### src/rtl/digit_scan_sequencer.sv
// Time-multiplexed scan sequencer: steps a 3-bit position code through the enabled
// positions of an 8-entry matrix, with a blanking window per slot and a frame pulse.
module digit_scan_sequencer #(
  parameter int unsigned PRESCALE = 1000,
  parameter int unsigned BLANK    = 16
) (
  input  logic        clk,
  input  logic        rst_n,
  input  logic        en,
  input  logic [7:0]  digit_mask,
  input  logic        load,
  input  logic [31:0] digits_in,
  output logic [2:0]  code_out,
  output logic [3:0]  seg_data,
  output logic        blank,
  output logic        frame_done
);

  typedef enum logic [1:0] {IDLE, BLANKING, SHOW} state_e;

  localparam logic [15:0] PRE_LAST   = 16'(PRESCALE - 1);
  localparam logic [15:0] BLANK_LAST = 16'(BLANK - 1);

  state_e      state_q, state_d;
  logic [15:0] cnt_q, cnt_d;
  logic [2:0]  code_q, code_d;
  logic [3:0]  seg_q, seg_d;
  logic        blank_q, blank_d;
  logic        frame_done_q, frame_done_d;
  logic [31:0] pending_q, pending_d;
  logic [31:0] active_q, active_d;
  logic [2:0]  nxt_idx, first_idx;
  logic        scan_ok;

  // First set mask bit strictly after cur, wrapping; returns cur itself when it is the only one.
  function automatic logic [2:0] next_idx(input logic [7:0] mask, input logic [2:0] cur);
    logic [2:0] idx;
    logic [2:0] cand;
    logic       found;
    idx   = cur;
    found = 1'b0;
    for (int k = 1; k <= 8; k++) begin
      cand = cur + 3'(k);
      if (!found && mask[cand]) begin
        idx   = cand;
        found = 1'b1;
      end
    end
    return idx;
  endfunction

  function automatic logic [3:0] nibble(input logic [31:0] d, input logic [2:0] i);
    return d[{i, 2'b00} +: 4];
  endfunction

  assign nxt_idx   = next_idx(digit_mask, code_q);
  assign first_idx = next_idx(digit_mask, 3'd7);
  assign scan_ok   = en && (digit_mask != 8'h00);

  always_comb begin
    // NOTE: every signal gets a default before the case so no path can infer a latch.
    state_d      = state_q;
    cnt_d        = cnt_q;
    code_d       = code_q;
    seg_d        = seg_q;
    frame_done_d = 1'b0;
    pending_d    = load ? digits_in : pending_q;
    active_d     = active_q;

    case (state_q)
      IDLE: begin
        if (scan_ok) begin
          state_d  = BLANKING;
          cnt_d    = '0;
          code_d   = first_idx;
          active_d = pending_d;
          seg_d    = nibble(pending_d, first_idx);
        end
      end
      BLANKING: begin
        if (!scan_ok) begin
          state_d = IDLE;
        end else begin
          cnt_d = cnt_q + 16'd1;
          if (cnt_q == BLANK_LAST) state_d = SHOW;
        end
      end
      SHOW: begin
        if (!scan_ok) begin
          state_d = IDLE;
        end else if (cnt_q == PRE_LAST) begin
          state_d = BLANKING;
          cnt_d   = '0;
          code_d  = nxt_idx;
          // Wrap or single position closes the frame; swap in the pending digits here only.
          if (nxt_idx <= code_q) begin
            frame_done_d = 1'b1;
            active_d     = pending_d;
            seg_d        = nibble(pending_d, nxt_idx);
          end else begin
            seg_d = nibble(active_q, nxt_idx);
          end
        end else begin
          cnt_d = cnt_q + 16'd1;
        end
      end
      default: state_d = IDLE;
    endcase

    blank_d = (state_d != SHOW);
  end

  // NOTE: reset is sampled on the clock edge, and state uses non-blocking assignments only.
  always_ff @(posedge clk) begin
    if (!rst_n) begin
      state_q      <= IDLE;
      cnt_q        <= '0;
      code_q       <= '0;
      seg_q        <= '0;
      blank_q      <= 1'b1;
      frame_done_q <= 1'b0;
      pending_q    <= '0;
      active_q     <= '0;
    end else begin
      state_q      <= state_d;
      cnt_q        <= cnt_d;
      code_q       <= code_d;
      seg_q        <= seg_d;
      blank_q      <= blank_d;
      frame_done_q <= frame_done_d;
      pending_q    <= pending_d;
      active_q     <= active_d;
    end
  end

  assign code_out   = code_q;
  assign seg_data   = seg_q;
  assign blank      = blank_q;
  assign frame_done = frame_done_q;

endmodule

### config.mk
export PLATFORM = sky130hd
export DESIGN_NAME = digit_scan_sequencer
export DESIGN_NICKNAME = d
export VERILOG_FILES = /design/src/rtl/digit_scan_sequencer.sv
export SDC_FILE = /design/constraint.sdc
export NUM_CORES = 1
export LEC_CHECK = 0
export ABC_CLOCK_PERIOD_IN_PS = 19850
export CAP_MARGIN = 20
export CORE_ASPECT_RATIO = 0.9
export CORE_UTILIZATION = 63
export DETAILED_ROUTE_END_ITERATION = 12
export PLACE_DENSITY = 0.89
export SYNTH_ARGS = -nofsm -noshare
export SYNTH_HDL_FRONTEND = slang
export SYNTH_SLANG_ARGS = --single-unit
### constraint.sdc
create_clock -name clk -period 19.85 [get_ports clk]
set_clock_uncertainty 0.2 [all_clocks]
set_input_delay 5.955 -clock clk [delete_from_list [all_inputs] [get_ports clk]]
set_output_delay 5.955 -clock clk [all_outputs]
set_load 0.05 [all_outputs]
# Word-level counts from Yosys, hierarchy flattened
# Cells that the tools add are included.
# classes
n_reduce_logical,37
n_lt_le_gt_ge,9
muxes,73
n_eq_ne,10
shift,3
addsub,8
# op_table
op,n
$mux W32,5
$shiftx A32 B6 Y4,3
$mux W16,4
$pmux W32 S2,1
$mux W3,19
$pmux W16 S3,1
$lt A3 B4 Y1 const B,8
$bmux W1 S3,8
$mux W1,23
$add A16 B1 Y16 const B,1
$eq A16 B10 Y1 const B,1
$eq A16 B4 Y1 const B,1
$mux W4,4
$logic_and A1 B1 Y1,15
$logic_not A1 Y1,14
$add A3 B3 Y3 const B,4
$ne A2 B2 Y1 const B,6
$reduce_and A4 Y1,3
$mux W2,5
$pmux W4 S2,1
$reduce_bool A8 Y1,1
$add A3 B2 Y3 const B,2
$pmux W2 S3,1
$pmux W3 S2,1
other kinds (8),8
# word_totals
elab_cells,148
reg_bits,91
output_inout_bits,9
input_bits,44

# Longest topological paths before layout
# depth
depth_word,30
mapped_depth,25
depth_no_buf,19

# Least setup slack after synthesis
# Ideal clock, no wire load.
# synth_timing
path_type,input port to flip-flop
from,input port digit_mask[2]
to,"register seg_q[3], in the netlist seg_data[3]"
cell_stages,19
n_path_buf,4
required_time_ns,19.589
setup_ns,0.061
arrival_time_ns,10.170
setup_slack_ns,9.419
path_cell_list,clkbuf_1 > mux4_2 > mux2i_1 > nand2b_1 > nor3b_1 > o311ai_0 > o21ai_2 > inv_2 > buf_2 > ha_1 > nor2b_1 > o21a_1 > o21ai_1 > clkbuf_1 > clkbuf_1 > nor2_1 > o311a_1 > a311oi_1 > o221a_1
# synth_between
elab_chain_len,29
word_cells_on_any_way,81
cone_classes,1 x order compare; 2 x eq/ne; 3 x shift; 47 x mux; 28 x reduce/logical
# synth_lines
item,line,text
"start, declared",10,"input logic [7:0] digit_mask,"
$bmux W1 S3,44,if (!found && mask[cand]) begin
$mux W1 (implied by the code),44,
$mux W1,44,
$logic_not A1 Y1,44,
$logic_and A1 B1 Y1,44,
$mux W1,44,
$logic_not A1 Y1,44,
$logic_and A1 B1 Y1,44,
[13 not listed],n/a,
$logic_not A1 Y1,44,
$logic_and A1 B1 Y1,44,
$mux W3,44,
$shiftx A32 B6 Y4 or $le A3 B3 Y1 (tied branches),"53, 96",
$mux W4,96,if (nxt_idx <= code_q) begin
$mux W4,91,end else if (cnt_q == PRE_LAST) begin
$mux W4,89,if (!scan_ok) begin
$pmux W4 S2,70,case (state_q)
"end signal, assigned",128,seg_q <= seg_d;
"end, declared",27,"logic [3:0] seg_q, seg_d;"
# Parallel ways exist; a longest one is shown, timed or not. The select of a mux whose other input is x is not followed.
# A chain may end at the register's enable or synchronous reset.

# Worst setup path in the final report
# layout_timing
from,input port digit_mask[0]
to,register active_q[12]
# layout_between
elab_chain_len,27
word_cells_on_any_way,52
cone_classes,1 x order compare; 3 x eq/ne; 31 x mux; 17 x reduce/logical
# layout_lines
item,line,text
$bmux W1 S3,44,
$mux W1 (implied by the code),44,
$mux W1,44,
$logic_not A1 Y1,44,
$logic_and A1 B1 Y1,44,
$mux W1,44,
$logic_not A1 Y1,44,
$logic_and A1 B1 Y1,44,
[11 not listed],n/a,
$logic_and A1 B1 Y1,44,
$mux W1,44,
$logic_not A1 Y1,44,
$logic_and A1 B1 Y1,44,
$mux W3,44,
$le A3 B3 Y1,96,
$ne A2 B2 Y1 (no line),n/a,
$reduce_and A5 Y1 (no line) *,n/a,
"end signal, assigned",132,active_q <= active_d;
"end, declared",31,"logic [31:0] active_q, active_d;"
# Every way passes the cells marked *; elsewhere a longest branch is shown, timed or not. The select of a mux whose other input is x is not followed.

==> results by group <==
Drt
  • Initial DRC Count: 299
  • DRT Pass-1 Iters: 8
  • # DRC: 0
  • WL final: 14,700 um
  • Routed via count: 5,210
  • Wire per inst: 18.2 um
  • Vias per std cell: 6.45
  • Antenna Nets Post-Route: 0

Logic synthesis
  • Synth top area cells: dfxtp_1 32%, mux2i_1 8.2%, nor2_1 7.4%, mux4_2 6.7%, a211oi_1 6.4%
  • Syn Inst Count: 662
  • Async set-or-reset flop fraction in the synthesized netlist: 0%
  • Primary FF master, synth: dfxtp_1
  • Area leader, netlist: dfxtp_1
  • Avg Cell Area, Syn: 8.65 sq um
  • Synth unique cells: 68
  • Post-synthesis sequential area ratio: 31.8%
  • EDFF count, synth: 0
  • Ys Warns: 0
  • Share of the synthesized area in the top cell type: 31.8%
  • Syn_nets: 716
  • Synth Register Bits: 91
  • Post-Syn Area: 0.00572 sq mm

Layout
  • Area grow syn2layout: 12.7%
  • Area of the multi-input gates: 0.00362 sq mm
  • Finished Layout Cells: 808
  • # fillers: 647
  • Fin nets: 738
  • FF+latch area: 0.00182 sq mm
  • Ratio of cells with drive above 1 in the final layout: 10.2%
  • Antenna cells: 0

Clock tree
  • Clock Tree Buf Depth: 2
  • Clk slew on worst S/H paths: 0.09 ns
  • TritonCTS clock tree: done
  • Worst-skew pair later-pin latency: 0.37 ns
  • TritonCTS buffer count: 9
  • # H-tree levels: 3
  • Post_cts resized: 0
  • Hold_buf cts: 0
  • Setup bufs post-CTS: 0
  • Root buf cell: clkbuf_8
  • Clock sinks: 91

Run
  • Max_cap viols: 0

Global route
  • Largest net degree at the start of global routing: 69
  • Antenna violations before repair: 0
  • Vias in the first global route: 4,822
  • GRT Util Overall: 32.3%
  • First-pass GRT wire length: 23,700 um
  • Total gr overflow: 0

STA
  • Final setup fails: 0
  • RSZ-0062 raised after global routing: no
  • Max-slew headroom: 25.8%
  • Worst-margin pin slew: 1.10 ns
  • Fin crit period: 11.90 ns
  • Setup TNS: 0 ns
  • Final hold violation count: 0
  • Max Slew Vio Count: 0
  • Period utilisation layout: 59.9%
  • Fmax: 84.1 MHz

Power
  • Leakage: 2.39 nW
  • Combinational Power Share: 39.6%
  • Peak supply drop: 0.0506 mV
  • Power Density: 82.3 mW/mm^2
  • Switch Pwr: 206 uW
  • Clock share of power: 22.6%
  • Sw Ratio: 38.9%
  • Int Pwr: 324 uW
  • Register share of total power: 37.9%

Setup path
  • Slowest library cell on the worst path: clkdlybuf4s50_1
  • Crit. End Element: register
  • Worst path top cell family by delay: compound AO/OA/AOI/OAI gates
  • Critical path type: input pin to register
  • Crit-path max FO: 61
  • Buf+Inv Stages, Crit Path: 4
  • Nature of the critical path startpoint: input pin
  • Worst-path cell chain: clkdlybuf4s50_1 -> mux2i_1 -> mux2_2 -> a221oi_1 -> mux2_2 -> a211oi_1 -> o21ai_2 -> inv_2 -> ha_1 -> nor2b_1 -> o21a_1 -> o21ai_4 -> buf_4 -> and3_1 -> a21oi_1 -> nor2_4 -> buf_16 -> nor2_1 -> a211oi_1
  • WP data arrival: 11.97 ns
  • CP required: 19.93 ns
  • Critical Path Max Stage Delay: 0.92 ns

Floorplan
  • Ports: 53
  • Initial core utilization: 65.9%
  • Die footprint: 0.00947 sq mm
  • Die width: 102 um
  • Core area: 0.00869 sq mm
  • Row count: 32
  • Die H: 92.4 um

Placed design
  • Post-placement cell count: 790
  • Final HPWL DP: 10,400 um
  • GP Congestion: 0.958
  • Port bufs: 52

Min path
  • Worst Hold Class: register to register

Status
  • Status: finished, final reports clean
==> cells in the final DEF, fill, tap and decap left out, types with 4 or more instances in the layout <==
cell type	instances
xor2_1	6
inv_1	15
nand2_1	37
mux4_2	17
nand2b_1	5
o211ai_1	6
nor2_1	112
ha_1	10
o221a_1	4
nor2b_1	7
mux2_2	14
nor4_1	6
nand3_1	16
o31ai_1	5
clkdlybuf4s50_1	51
clkbuf_8	9
a31oi_1	5
xnor2_1	9
a211oi_1	49
mux2i_1	47
nand4_1	5
dfxtp_1	91
o311a_1	4
a2111oi_1	8
nor3_1	9
o22ai_1	6
o21ai_0	21
buf_4	6
and2_1	10
a21oi_1	20
nor3b_1	10
==> per-layer routing <==
metal	up-vias	track usage, %	wire length [um]
met2	211	52.7	7130
li1	2498	-	-
met5	-	0	0
met1	2458	42.5	6150
met4	0	9.64	305
met3	43	6.87	1110
==> worst reg2reg max path, cell delays in order (launching register included) <==
cell,delay [ns]
dfxtp_1,0.73
inv_1,0.29
ha_1,0.84
mux2i_1,0.21
mux2_2,0.31
a221oi_1,0.78
mux2_2,0.30
a211oi_1,0.09
o21ai_2,0.42
inv_2,0.24
ha_1,0.35
nor2b_1,0.15
o21a_1,0.20
o21ai_4,0.11
buf_4,0.46
and3_1,0.29
a21oi_1,0.07
nor2_4,0.56
buf_16,0.26
nor2_1,0.07
a211oi_1,0.23
==> layout make-up <==
cell class                      instances  share of cell area [%]
Inverter                               19                    1.11
Sequential cell                        91                    28.2
Tap cell                              119                    2.31
Clock inverter                          6                   0.854
Clock buffer                           10                    1.98
Multi-Input combinational cell        503                    56.1
Timing Repair Buffer                   60                    9.43
==> sequential cells by signal (all words and copies together), names as in the netlist <==
register    flops
blank           1
active_q       32
pending_q      32
cnt_q          16
code_out        3
frame_done      1
seg_data        4
state_q         2
==> cell families (layout without fill, tap and decap cells) <==
group	count (synthesis)	in the layout	synth area share, %
flops	91	91	31.8
compound gates	161	161	20.7
fa+ha+maj	10	10	2.19
mux	80	80	18.1
buf+inv	68	95	5.33
xor+xnor	15	15	2.30
simple gates	237	237	19.6
==> power groups by stage <==
stage               Combinational, mW  Clock, mW  Sequential [mW]
floorplan                       0.152          0            0.208
finish                          0.210      0.120            0.201
global route                    0.227      0.130            0.202
global placement                0.199          0            0.205
CTS                             0.206      0.121            0.201
detailed placement              0.205          0            0.205
==> stage by stage <==
step	power [mW]	hold WS [ns]	worst slack [ns]	utilization (%)	cell area, sq um
floorplan	0.360	0.256	9.42	-	5720
global route	0.559	0.315	7.57	74.2	6450
finish	0.531	0.299	7.95	74.2	6450
global placement	0.403	0.279	7.68	71.5	6210
CTS	0.528	0.302	8.02	73.9	6420
detailed placement	0.410	0.284	7.66	71.8	6240
==> worst paths after layout <==
kind                            start                         to  slack [ns]  cells past startpoint
max                     digit_mask[0]  active_q[12]$_SDFFE_PN0P_        7.95                     19
min          active_q[2]$_SDFFE_PN0P_   active_q[2]$_SDFFE_PN0P_        0.30                      2
max reg2reg  code_out[1]$_SDFFE_PN0P_  active_q[12]$_SDFFE_PN0P_       12.60                     20
min reg2reg  active_q[2]$_SDFFE_PN0P_   active_q[2]$_SDFFE_PN0P_        0.30                      2
==> synth_stat cells (10+ instances only) <==
library cell / number
mux4_2: 17
and2_1: 10
nand3_1: 16
clkbuf_1: 33
nand2_1: 37
ha_1: 10
inv_1: 16
nor3b_1: 10
mux2_2: 14
a211oi_1: 49
mux2i_1: 47
o21ai_0: 21
dfxtp_1: 91
nor2_1: 113
a21oi_1: 20
Note: power is estimated with default switching activity, not from simulation.
